`config.mk`:
```
export PLATFORM = sky130hd
export DESIGN_NAME = branch_sequencer
export DESIGN_NICKNAME = d
export VERILOG_FILES = /design/src/rtl/branch_sequencer.sv
export SDC_FILE = /design/constraint.sdc
export NUM_CORES = 1
export LEC_CHECK = 0
export CORE_UTILIZATION = 47
export CTS_BUF_LIST = sky130_fd_sc_hd__clkbuf_8
export CTS_CLUSTER_SIZE = 28
export DETAILED_ROUTE_END_ITERATION = 10
export PLACE_DENSITY = 0.94
export SYNTH_ARGS = -nofsm -noshare
export SYNTH_HDL_FRONTEND = slang
export SYNTH_SLANG_ARGS = --single-unit
```
`constraint.sdc`:
```
create_clock -name clk -period 4.2 [get_ports clk]
set_input_delay 1.05 -clock clk [delete_from_list [all_inputs] [get_ports clk]]
set_output_delay 1.05 -clock clk [all_outputs]
set_load 0.05 [all_outputs]
```
`src/rtl/branch_sequencer.sv`:
```
// Branch resolver: accepts one control-transfer per IDLE cycle, decides on the accept edge, registered outputs one cycle later.
// Busy 1 cycle (j/jt/jf/jr) or 2 cycles (jal) with br_ready low; optional counters under BRANCH_STATS_EN.
module branch_sequencer (
  input  logic        clk,
  input  logic        reset,
  input  logic        flag_we,
  input  logic        O_in,
  input  logic        S_in,
  input  logic        C_in,
  input  logic        Z_in,
  input  logic        br_valid,
  input  logic [2:0]  OP_TF,
  input  logic [2:0]  cond,
  output logic        br_ready,
  output logic [1:0]  pc_sel,
  output logic        link_we,
  output logic        flush,
  output logic        taken,
  output logic [3:0]  flags_q
`ifdef BRANCH_STATS_EN
  ,
  output logic [15:0] br_count,
  output logic [15:0] taken_count
`endif
);

  localparam logic [2:0] OP_JF  = 3'b000;
  localparam logic [2:0] OP_JT  = 3'b001;
  localparam logic [2:0] OP_J   = 3'b010;
  localparam logic [2:0] OP_JAL = 3'b011;
  localparam logic [2:0] OP_JR  = 3'b100;

  localparam logic [1:0] PC_INC = 2'b00;
  localparam logic [1:0] PC_IMM = 2'b01;
  localparam logic [1:0] PC_REG = 2'b10;

  typedef enum logic [1:0] {
    ST_IDLE  = 2'b00,
    ST_LINK  = 2'b01,
    ST_FLUSH = 2'b10
  } state_t;

  state_t     state;
  logic [3:0] flags_eff;
  logic       cond_val;
  logic       is_branch;
  logic       br_taken;
  logic       accept;

  // A flag write in the accept cycle is forwarded so the branch sees the newest ALU result.
  always_comb begin
    flags_eff = flag_we ? {O_in, S_in, C_in, Z_in} : flags_q;
    cond_val  = 1'b0;
    case (cond)
      3'b000:  cond_val = 1'b1;
      3'b001:  cond_val = flags_eff[2];
      3'b010:  cond_val = flags_eff[0];
      3'b100:  cond_val = flags_eff[1];
      3'b101:  cond_val = flags_eff[2] & flags_eff[0];
      3'b111:  cond_val = flags_eff[3];
      default: cond_val = 1'b0;
    endcase
  end

  always_comb begin
    is_branch = 1'b0;
    br_taken  = 1'b0;
    case (OP_TF)
      OP_JF:               begin is_branch = 1'b1; br_taken = ~cond_val; end
      OP_JT:               begin is_branch = 1'b1; br_taken = cond_val;  end
      OP_J, OP_JAL, OP_JR: begin is_branch = 1'b1; br_taken = 1'b1;      end
      default:             begin is_branch = 1'b0; br_taken = 1'b0;      end
    endcase
    accept = br_valid & br_ready;
  end

  always_ff @(posedge clk or posedge reset) begin
    if (reset) begin
      state    <= ST_IDLE;
      br_ready <= 1'b1;
      pc_sel   <= PC_INC;
      link_we  <= 1'b0;
      flush    <= 1'b0;
      taken    <= 1'b0;
      flags_q  <= 4'b0000;
    end else begin
      if (flag_we)
        flags_q <= {O_in, S_in, C_in, Z_in};
      // Defaults describe the next IDLE cycle; each state overrides what it drives.
      br_ready <= 1'b1;
      pc_sel   <= PC_INC;
      link_we  <= 1'b0;
      flush    <= 1'b0;
      taken    <= 1'b0;
      case (state)
        ST_IDLE: begin
          if (accept && br_taken) begin
            taken    <= 1'b1;
            br_ready <= 1'b0;
            if (OP_TF == OP_JAL) begin
              state   <= ST_LINK;
              link_we <= 1'b1;
              pc_sel  <= PC_IMM;
            end else begin
              state  <= ST_FLUSH;
              flush  <= 1'b1;
              pc_sel <= (OP_TF == OP_JR) ? PC_REG : PC_IMM;
            end
          end
        end
        ST_LINK: begin
          state    <= ST_FLUSH;
          flush    <= 1'b1;
          pc_sel   <= PC_IMM;
          br_ready <= 1'b0;
        end
        ST_FLUSH: state <= ST_IDLE;
        default:  state <= ST_IDLE;
      endcase
    end
  end

`ifdef BRANCH_STATS_EN
  always_ff @(posedge clk or posedge reset) begin
    if (reset) begin
      br_count    <= 16'h0000;
      taken_count <= 16'h0000;
    end else if (accept) begin
      if (is_branch)
        br_count <= br_count + 16'h0001;
      if (br_taken)
        taken_count <= taken_count + 16'h0001;
    end
  end
`endif

endmodule

```
# ---- Word level (Yosys, flattened, before mapping)
# Cells that the tools add are included.
dict set report totals {
  reg_bits 12
  in_bits 14
  out_inout_bits 10
  word_cells 46
}
dict set report op_classes {
  eq_ne 11
  mux 20
  n_bitwise 3
  n_reduce_logical 5
}
# cell n
set ops {}
lappend ops {{3-bit == test, second input constant} 4}
lappend ops {{2-bit 2-to-1 mux} 5}
lappend ops {{3-bit by 2-bit == test with 1-bit output, second input constant} 3}
lappend ops {{1-bit 2-to-1 mux} 8}
lappend ops {{2-bit one-hot mux with 2 select lines} 2}
lappend ops {{3-bit by 1-bit == test with 1-bit output, second input constant} 2}
lappend ops {{3-bit zero test} 2}
lappend ops {{1-bit one-hot mux with 6 select lines} 1}
lappend ops {{4-bit 2-to-1 mux} 1}
lappend ops {{1-bit one-hot mux with 2 select lines} 2}
lappend ops {{1-bit one-hot mux with 3 select lines} 1}
lappend ops {{3-bit OR reduction} 1}
lappend ops {{1-bit bitwise AND} 2}
lappend ops {{2-bit by 1-bit == test with 1-bit output, second input constant} 1}
lappend ops {{2-bit zero test} 1}
lappend ops {{2-bit inequality test, second input constant} 1}
lappend ops {{1-bit logical AND} 1}
lappend ops {{1-bit inverter} 1}

# ---- Longest topological paths before layout
# Gate-level depths: netlist of the first run.
dict set report logic_depth {
  depth_word 8
  ltp_mapped 6
  ltp_nobuf 6
}

# ---- Worst setup path after synthesis of the first run
# No wires, ideal clock.
dict set report synth_path {
  path_kind {input to register}
  startpoint {input port flag_we}
  endpoint {register taken}
  setup_ns 0.067
  arrival_ns 2.120
  required_time_ns 4.133
  slack_ns 2.013
  stages 6
  path_cell_list {mux2_2 a22oi_2 o211ai_1 o21ai_2 mux2i_1 and3_1}
}
dict set report synth_via {
  elab_chain_cells 8
}
# element line_no
set synth_lines {}
lappend synth_lines {{from (decl)} 6} ;# input logic flag_we,
lappend synth_lines {{4-bit 2-to-1 mux (*)} --}
lappend synth_lines {{1-bit bitwise AND} 59} ;# 3'b101: cond_val = flags_eff[2] & flags_eff[0];
lappend synth_lines {{1-bit one-hot mux with 6 select lines (*)} 54} ;# case (cond)
lappend synth_lines {{1-bit inverter} 69} ;# OP_JF: begin is_branch = 1'b1; br_taken = ~cond_val; end
lappend synth_lines {{1-bit one-hot mux with 3 select lines (*)} 68} ;# case (OP_TF)
lappend synth_lines {{1-bit logical AND (*)} 97} ;# if (accept && br_taken) begin
lappend synth_lines {{1-bit 2-to-1 mux (*)} 97}
lappend synth_lines {{1-bit 2-to-1 mux (*)} 95} ;# case (state)
lappend synth_lines {{to (signal assigned)} 84} ;# taken <= 1'b0;
lappend synth_lines {{to (signal assigned)} 94} ;# taken <= 1'b0;
lappend synth_lines {{to (signal assigned)} 98} ;# taken <= 1'b1;
lappend synth_lines {{to (decl)} 18} ;# output logic taken,
# Every way passes the cells marked *; elsewhere a longest branch is shown, timed or not.
# A chain may end at the register's enable or synchronous reset.

# ---- Worst setup path in the final report of the first run
dict set report layout_path {
  startpoint {input port flag_we}
  endpoint {register taken}
}
dict set report layout_via {
  elab_chain_cells 8
}
# element line_no
set layout_lines {}
lappend layout_lines {{4-bit 2-to-1 mux (*)} --}
lappend layout_lines {{via flags_eff[2]} 44} ;# logic [3:0] flags_eff;
lappend layout_lines {{1-bit bitwise AND} 59}
lappend layout_lines {{1-bit one-hot mux with 6 select lines (*)} 54}
lappend layout_lines {{1-bit inverter} 69}
lappend layout_lines {{1-bit one-hot mux with 3 select lines (*)} 68}
lappend layout_lines {{1-bit logical AND (*)} 97}
lappend layout_lines {{1-bit 2-to-1 mux (*)} 97}
lappend layout_lines {{1-bit 2-to-1 mux (*)} 95}
# Mark *: on every way through the listed nets, which the timed path passes. The rest lies on a longest branch.

==> run summary, run 1 <==
The die is 38.2 um tall. The share of the yosys chip area belonging to registers was 49.1%; the global-route wire length before repair was 2.39 mm. The cell family contributing the most delay on the critical path is multiplexers.

The clock arrives with 0.0113 ns of skew. In this run the worst hold path is classified as reg -> reg. Across all hold checks on the routed design, the worst slack comes to 0.522 ns.

The antenna violation net count after detailed routing is 0. For the number of global-route vias before repair, the log shows 511. The routed design could run at a clock period as short as 2.68 ns. The run finished with clean final reports. Power spread over the standard cell area amounts to 378 mW/mm2. Once layout is done, the placed cells without fillers occupy 902 um2.

Setup violations remaining at the end of the flow were counted as 0. The growth of design area from synthesis to finish came out at 46.8%. The top fanout value on the critical path was 4; the number of register bits inferred by synthesis was 12. The later pin in the worst-skew pair is clocked with a latency of 0.24 ns. Entering global routing, the biggest net connects 13 pins. Gates resized during post-CTS repair numbered 0.

Across the VDD grid, the largest voltage drop is 0.225 mV. The number of maximum-capacitance constraint violations is 0. STA classifies the critical path startpoint as an input port. At the worst endpoint, the required time is 4.37 ns.

The longest clock path from root to sink contains 2 buffers. The die covers 0.00146 mm2. TritonCTS built the clock tree. In this run the standard cell core region covers 0.00116 mm2. The clock group share of total power is 31.3%.

The area of the mapped netlist was 614 um2; the number of core rows was 12. Dividing the detail-routed via count by the number of cells gives 5.43. The run gives 95 as the post-layout instance count excluding filler cells. The run gives 0.341 mW as the total power after layout.

Dividing the detail-routed wire length by the instance count gives 14.7 um. The cell total after placement was 91; the fraction of power consumed by sequential logic was 38.4%. By startpoint and endpoint, the worst setup path is classified as in -> reg.

The internal power of the cells totals 0.232 mW. The tools report the number of buffers added for setup after CTS as 0. For the cts-stage hold buffer count, the log shows 0. The logs give 4 for the first-pass detailed-route iteration total and 1.27 ns for the post-placement worst setup slack. The tools report the total wire length as 1.39 mm. The tools report the number of antenna violations at the first check in global routing as 0.

After technology mapping, the gate count stands at 55. Of the available clock period, the critical path in the final layout requires 63.8%. The width of the die works out to 38.2 um. The clock-pin slew on the worst setup and hold paths works out to 0.06 ns. The first routing iteration left 12 violations. Diode insertion count for antenna repair: 0. The buffer and inverter count on the worst path is 1.

In this design, the stage delay of the slowest critical-path cell is 0.58 ns. For the pin with the worst max-slew slack, the measured transition is 0.529 ns. In the final timing run, aggregate negative setup slack is 0 ns. The mean post-synth cell area was 11.2 um2; the post-detailed-placement cell area was 857 um2. Across all setup checks in the final design, the least slack found is 1.52 ns.

24 I/O pins were placed. The routability congestion estimate came out at 0.811. The arrival time at the worst endpoint was 2.85 ns. The worst setup path is captured at a flop.

For the post-synth net total, the log shows 69. For the residual DRC count, the log shows 0. Total track usage: 24.7%. After filler insertion, the fill cell instance count of the layout stands at 76. Of the cells placed in the final design, the portion with a size suffix greater than 1 is 17.3%. Detailed placement finished with a half-perimeter wire length of 1.06 mm. Across all layers, the routed design uses 516 vias.

Timing would allow up to 0.373 GHz. The leftover overflow at the end of global routing is 0. After the last flow step, the layout net total stands at 96. Traced cell by cell, the critical path runs through clkdlybuf4s50_1, mux2_2, a22oi_2, o211ai_1, o21ai_2, mux2i_1, and3_1. The slowest stage of the critical path belongs to the cell sky130_fd_sc_hd__clkdlybuf4s50_1. The tools report the master cell of the clock root buffer as sky130_fd_sc_hd__clkbuf_8. The run gives 1 as the CTS H-tree depth.

The switching power was 0.109 mW. The run gives 0 as the count of synthesis-stage warnings from yosys. The switching share of power is 31.9%. Setup repair after global routing left no endpoint under its margin. For this run, the share of the core covered by cells in the final layout is 78.0%.

The tools report the distinct cell type count of the synthesized netlist as 29. The remaining max-slew budget at the tightest pin came out at 64.6%. Port buffering added 23 buffers.

The relative contribution of combinational cells to total power is 30.3%, and the static leakage is 0.392 nW. The number of endpoints with negative hold slack in the final report is 0. The initial utilization of the core area, before any placement, comes to 53.1%.

The total count of max-transition violations in the final report was 0. In this run, CTS created clock tree buffers numbering 3. Clock tree synthesis found a total of 12 sinks.
## metal layers
layer | GRT usage (%) | vias up | routed length (um)
met2 | 42.8 | 14 | 745
met5 | 0 | - | 0
met1 | 31.1 | 250 | 595
met4 | 8.04 | 0 | 14
li1 | - | 250 | -
met3 | 3.49 | 2 | 36
## worst register-to-register path: cells and delay by family (launching register included)
kind,cells,cell delay (ns)
AO/OA/AOI/OAI,2,0.29
flip-flops,1,0.39
multiplexers,2,0.56
AND/OR/NAND/NOR,2,0.27
## synth_stat cells (all sizes together)
library cell | count | area (um2)
nand4 | 1 | 6.26
mux2i | 1 | 10.0
nor2 | 6 | 22.5
nand2 | 1 | 6.26
o31ai | 2 | 15.0
mux2 | 4 | 48.8
a21oi | 2 | 10.0
clkbuf | 1 | 5.00
o21a | 1 | 7.51
and3 | 2 | 12.5
xnor2 | 1 | 8.76
a22oi | 1 | 12.5
dfrtp | 11 | 275
nor2b | 2 | 12.5
dfstp | 1 | 26.3
nor3 | 2 | 10.0
a31oi | 2 | 27.5
nand2b | 1 | 13.8
o21ai | 2 | 13.8
nor4 | 2 | 12.5
and2b | 2 | 16.3
inv | 3 | 11.3
or2b | 1 | 7.51
nand3b | 1 | 7.51
o211ai | 2 | 15.0
## power groups by stage
stage	Clock (mW)	Sequential [mW]	Combinational, mW
floorplan	0	0.163	0.0331
global placement	0	0.132	0.100
detailed placement	0	0.132	0.103
CTS	0.106	0.131	0.104
global route	0.111	0.132	0.110
finish	0.107	0.131	0.103
## cell type report
| type | count | area [um2] | area share [%] |
|---|---|---|---|
| Timing Repair Buffer | 23 | 230 | 25.5 |
| Clock inverter | 1 | 3.75 | 0.416 |
| Inverter | 3 | 11.3 | 1.25 |
| Tap cell | 14 | 17.5 | 1.94 |
| Clock buffer | 3 | 41.3 | 4.58 |
| Sequential cell | 12 | 302 | 33.4 |
| Multi-Input combinational cell | 39 | 297 | 32.9 |
## kinds of logic (layout without fill, tap and decap cells)
logic type / count (synthesis) / after routing / share of synthesized area (%)
and+or+nand+nor: 21 / 21 / 20.8
AOI/OAI and AO/OA: 12 / 12 / 16.5
xor gates and xnor gates: 1 / 1 / 1.43
muxes: 5 / 5 / 9.57
buffers and inverters: 4 / 30 / 2.65
DFF: 12 / 12 / 49.1
## registers in the layout (all words and copies together), names as in the netlist
name	cells
br_ready	1
state	2
taken	1
flags_q	4
link_we	1
flush	1
pc_sel	2
## final timing paths
path                            start  endpoint  slack (ns)  cells after the start
hold / removal               state[0]  state[0]        0.52                      1
setup reg to reg           flags_q[3]     taken        2.63                      6
hold reg to reg              state[0]  state[0]        0.52                      1
max in group asynchronous       reset  br_ready        2.75                      2
setup / recovery              flag_we     taken        1.52                      7
min in group asynchronous       reset  state[0]        1.10                      2
## layout by cell type, fill, tap and decap left out, drive strengths merged, types with 3 or more instances in the layout
cell type / Yosys / final
clkbuf: 1 / 3
clkdlybuf4s50: 0 / 23
dfrtp: 11 / 11
inv: 3 / 4
mux2: 4 / 4
nor2: 6 / 6
(Power assumes the default switching activity.)
==> run 2, diff against run 1 <==
--- a/config.mk
+++ b/config.mk
@@ -5,11 +5,11 @@
 export SDC_FILE = /design/constraint.sdc
 export NUM_CORES = 1
 export LEC_CHECK = 0
-export CORE_UTILIZATION = 47
+export CORE_UTILIZATION = 44
 export CTS_BUF_LIST = sky130_fd_sc_hd__clkbuf_8
 export CTS_CLUSTER_SIZE = 28
 export DETAILED_ROUTE_END_ITERATION = 10
-export PLACE_DENSITY = 0.94
+export PLACE_DENSITY = 0.9
 export SYNTH_ARGS = -nofsm -noshare
 export SYNTH_HDL_FRONTEND = slang
 export SYNTH_SLANG_ARGS = --single-unit
==> constraint.sdc (replaced) <==
create_clock -name clk -period 2.81 [get_ports clk]
set_input_delay 0.7025 -clock clk [delete_from_list [all_inputs] [get_ports clk]]
set_output_delay 0.7025 -clock clk [all_outputs]
set_load 0.05 [all_outputs]
==> run summary, run 2 (synthesized netlist as in run 1, its figures left out) <==
The flow ran to the end, and the final reports show no timing, DRC or antenna violations. For this run the aggregate overflow at the end of global routing stands at 0. Number of antenna violations at the first check in global routing: 0. The die is 39.4 um wide. The tools report the antenna violation net count after detailed routing as 0.

TritonCTS built the clock tree. The diode insertion count for antenna repair was 0; the routability congestion estimate was 0.861. In the routed design, unresolved DRC markers number 0. After floorplanning, the core was divided into 13 placement rows.

The launching element type of the critical path was an input port. At the pin with the least slew margin, the transition time is 0.505 ns. For the required time of the critical path, the log shows 2.99 ns.

The tools report the I/O pin total as 24. The area of combinational cells with multiple inputs came out at 297 um2. Gates resized during post-CTS repair numbered 0. Of the total power, the clock network draws 31.2%.

The tools report the number of setup violations in the final report as 0. After filler insertion, the fill cell instance count of the layout stands at 102. The cell depth of the worst hold path is 1, and the clock-pin slew on the worst setup and hold paths is 0.05 ns. Largest register by flop count: flags_q.

The largest registers in the layout are flags_q: 4 flops, pc_sel: 2 flops, state: 2 flops. The startpoint identified for the worst hold timing path is state[0]. The clock passes through at most 2 buffers. After detailed placement, the design holds a cell count of 92. The remaining max-slew budget at the tightest pin was 66.2%; the maximum operating frequency was 0.431 GHz. The post-layout minimum cycle time was 2.32 ns; the pin count of the biggest net entering global routing was 13. For this design, the sink count on the clock tree is 12.

The critical path starts at flag_we. The floorplan step defined a die boundary enclosing 0.00155 mm2. The run gives 38.7% as the fraction of power consumed by sequential logic. Setup slack on the worst reg-to-reg path comes out at 1.24 ns. Combinational cells account for 30.1% of the total power. After the last flow step, the layout net total stands at 96. The floorplan step set the die height to 39.4 um.

The tools report the initial cell density of the core as 47.2%. The count of buffers added on input and output ports is 23. The count of routing violations after the opening detailed-route iteration was 21; the detail-routed net length per standard cell was 14.1 um.

The logs give 0.392 nW for the static leakage and 0.00844 ns for the final clock skew. The number of endpoints with negative hold slack in the final report came out at 0. The logs give 1 for the CTS H-tree depth and 1.05 mm for the half-perimeter wire length of the detailed placement result. Post-placement worst setup slack: 0.237 ns. The cts-stage hold buffer count was 0. Across the run, the number of max-cap violations was 0.

Measured on the finished design, the core utilization comes to 69.4%. Once layout is done, the placed cells without fillers occupy 903 um2. Internal power comes to 0.347 mW. Power per cell area: 563 mW/mm2. The placed instances occupy a cell area of 858 um2. Of all nets on the critical path, the largest fanout is 4. The logs give 1.35 mm for the total wire length and 0.00130 mm2 for the placeable core region.

The share of layout cells above drive strength 1 came out at 17.3%. The routed layout has 526 vias. Launch point of the worst reg-to-reg path: flags_q[2].

In the final timing run, aggregate negative setup slack is 0 ns. The logs give 0.281 mV for the worst-case vdd ir drop and 302 um2 for the register area. The run gives 21.5% as the total track usage.

Leaving out fill and tap cells, the most frequent cell in the layout is sky130_fd_sc_hd__clkdlybuf4s50_1. The tools report the total count of max-transition violations in the final report as 0. The top cell types in the final layout, fill and taps aside, are sky130_fd_sc_hd__clkdlybuf4s50_1 (23), sky130_fd_sc_hd__dfrtp_1 (11), sky130_fd_sc_hd__nor2_1 (6), sky130_fd_sc_hd__inv_1 (4). The number of global-route vias before repair was 459.

Setup repair after global routing left no endpoint under its margin. The first-pass detailed-route iteration total is 4, and the final worst setup slack is 0.492 ns. In this run the post-CTS setup repair buffer count came out at 0. Master cell of the clock root buffer: sky130_fd_sc_hd__clkbuf_8. The number of cells on the worst reg-to-reg path is 6. Compared with the post-synthesis result, the final layout area differs by 47.0%. Part of the cycle the worst path needs: 82.5%. Clock latency at the later pin of the worst-skew pair: 0.24 ns. For this run, the number of standard cells in the final layout without fillers is 96. The kind of critical path is in -> reg. The tightest hold path in the finished design has a slack of 0.491 ns. The vias per cell was 5.48; the number of CTS-inserted buffers was 3. The element type at the critical path end was a flop. Data on the critical path arrives at its endpoint at 2.49 ns.

In this run the power spent charging and discharging nets is 0.161 mW. The tools report the global-route wire length before repair as 2.01 mm. Net switching is 31.7% of the power. The register with the most flip-flops in the layout has 4 of them.

The worst hold path belongs to the class reg -> reg. Total power for the finished layout comes to 0.508 mW.
[run 2: cell counts in the layout (fill, tap and decap cells not counted)]
No cell type changed its count.
[run 2: final timing paths]
| check | end |
|---|---|
| worst min-delay path | link_we |
| min in group asynchronous | flags_q[1] |
| max in group asynchronous | br_ready |
| worst max-delay path | taken |
| worst max register to register | taken |
| worst min register to register | link_we |
[run 2: per-layer routing]
metal / GRT usage, % / wire [um] / share of wire [%]
met1: 24.5 / 565 / 42
met2: 34.6 / 702 / 52
met3: 6.82 / 66 / 4.9
met4: 12.9 / 17 / 1.3
met5: 0 / 0 / 0
[run 2: cell type report]
type,instances,area share [%]
timing repair buffer,23,25.5
multi-input combinational,39,32.8
tap,15,2.08
clock inverter,1,0.416
inverter,3,1.25
sequential,12,33.4
clock buffer,3,4.57
[run 2: critical path, cell delays in order]
cell and delay [ns]:
sky130_fd_sc_hd__clkdlybuf4s50_1 0.59, sky130_fd_sc_hd__mux2_2 0.38, sky130_fd_sc_hd__a22oi_2 0.15, sky130_fd_sc_hd__o211ai_1 0.14
sky130_fd_sc_hd__o21ai_2 0.12, sky130_fd_sc_hd__mux2i_1 0.24, sky130_fd_sc_hd__and3_1 0.17
[run 2: power groups by stage]
| stage | Clock [mW] | Combinational (mW) | Sequential (mW) |
|---|---|---|---|
| 3_3_place_gp | 0 | 0.150 | 0.197 |
| 2_1_floorplan | 0 | 0.0494 | 0.243 |
| 5_1_grt | 0.169 | 0.161 | 0.198 |
| 4_1_cts | 0.164 | 0.153 | 0.197 |
| 3_5_place_dp | 0 | 0.152 | 0.200 |
| 6_report | 0.159 | 0.153 | 0.197 |
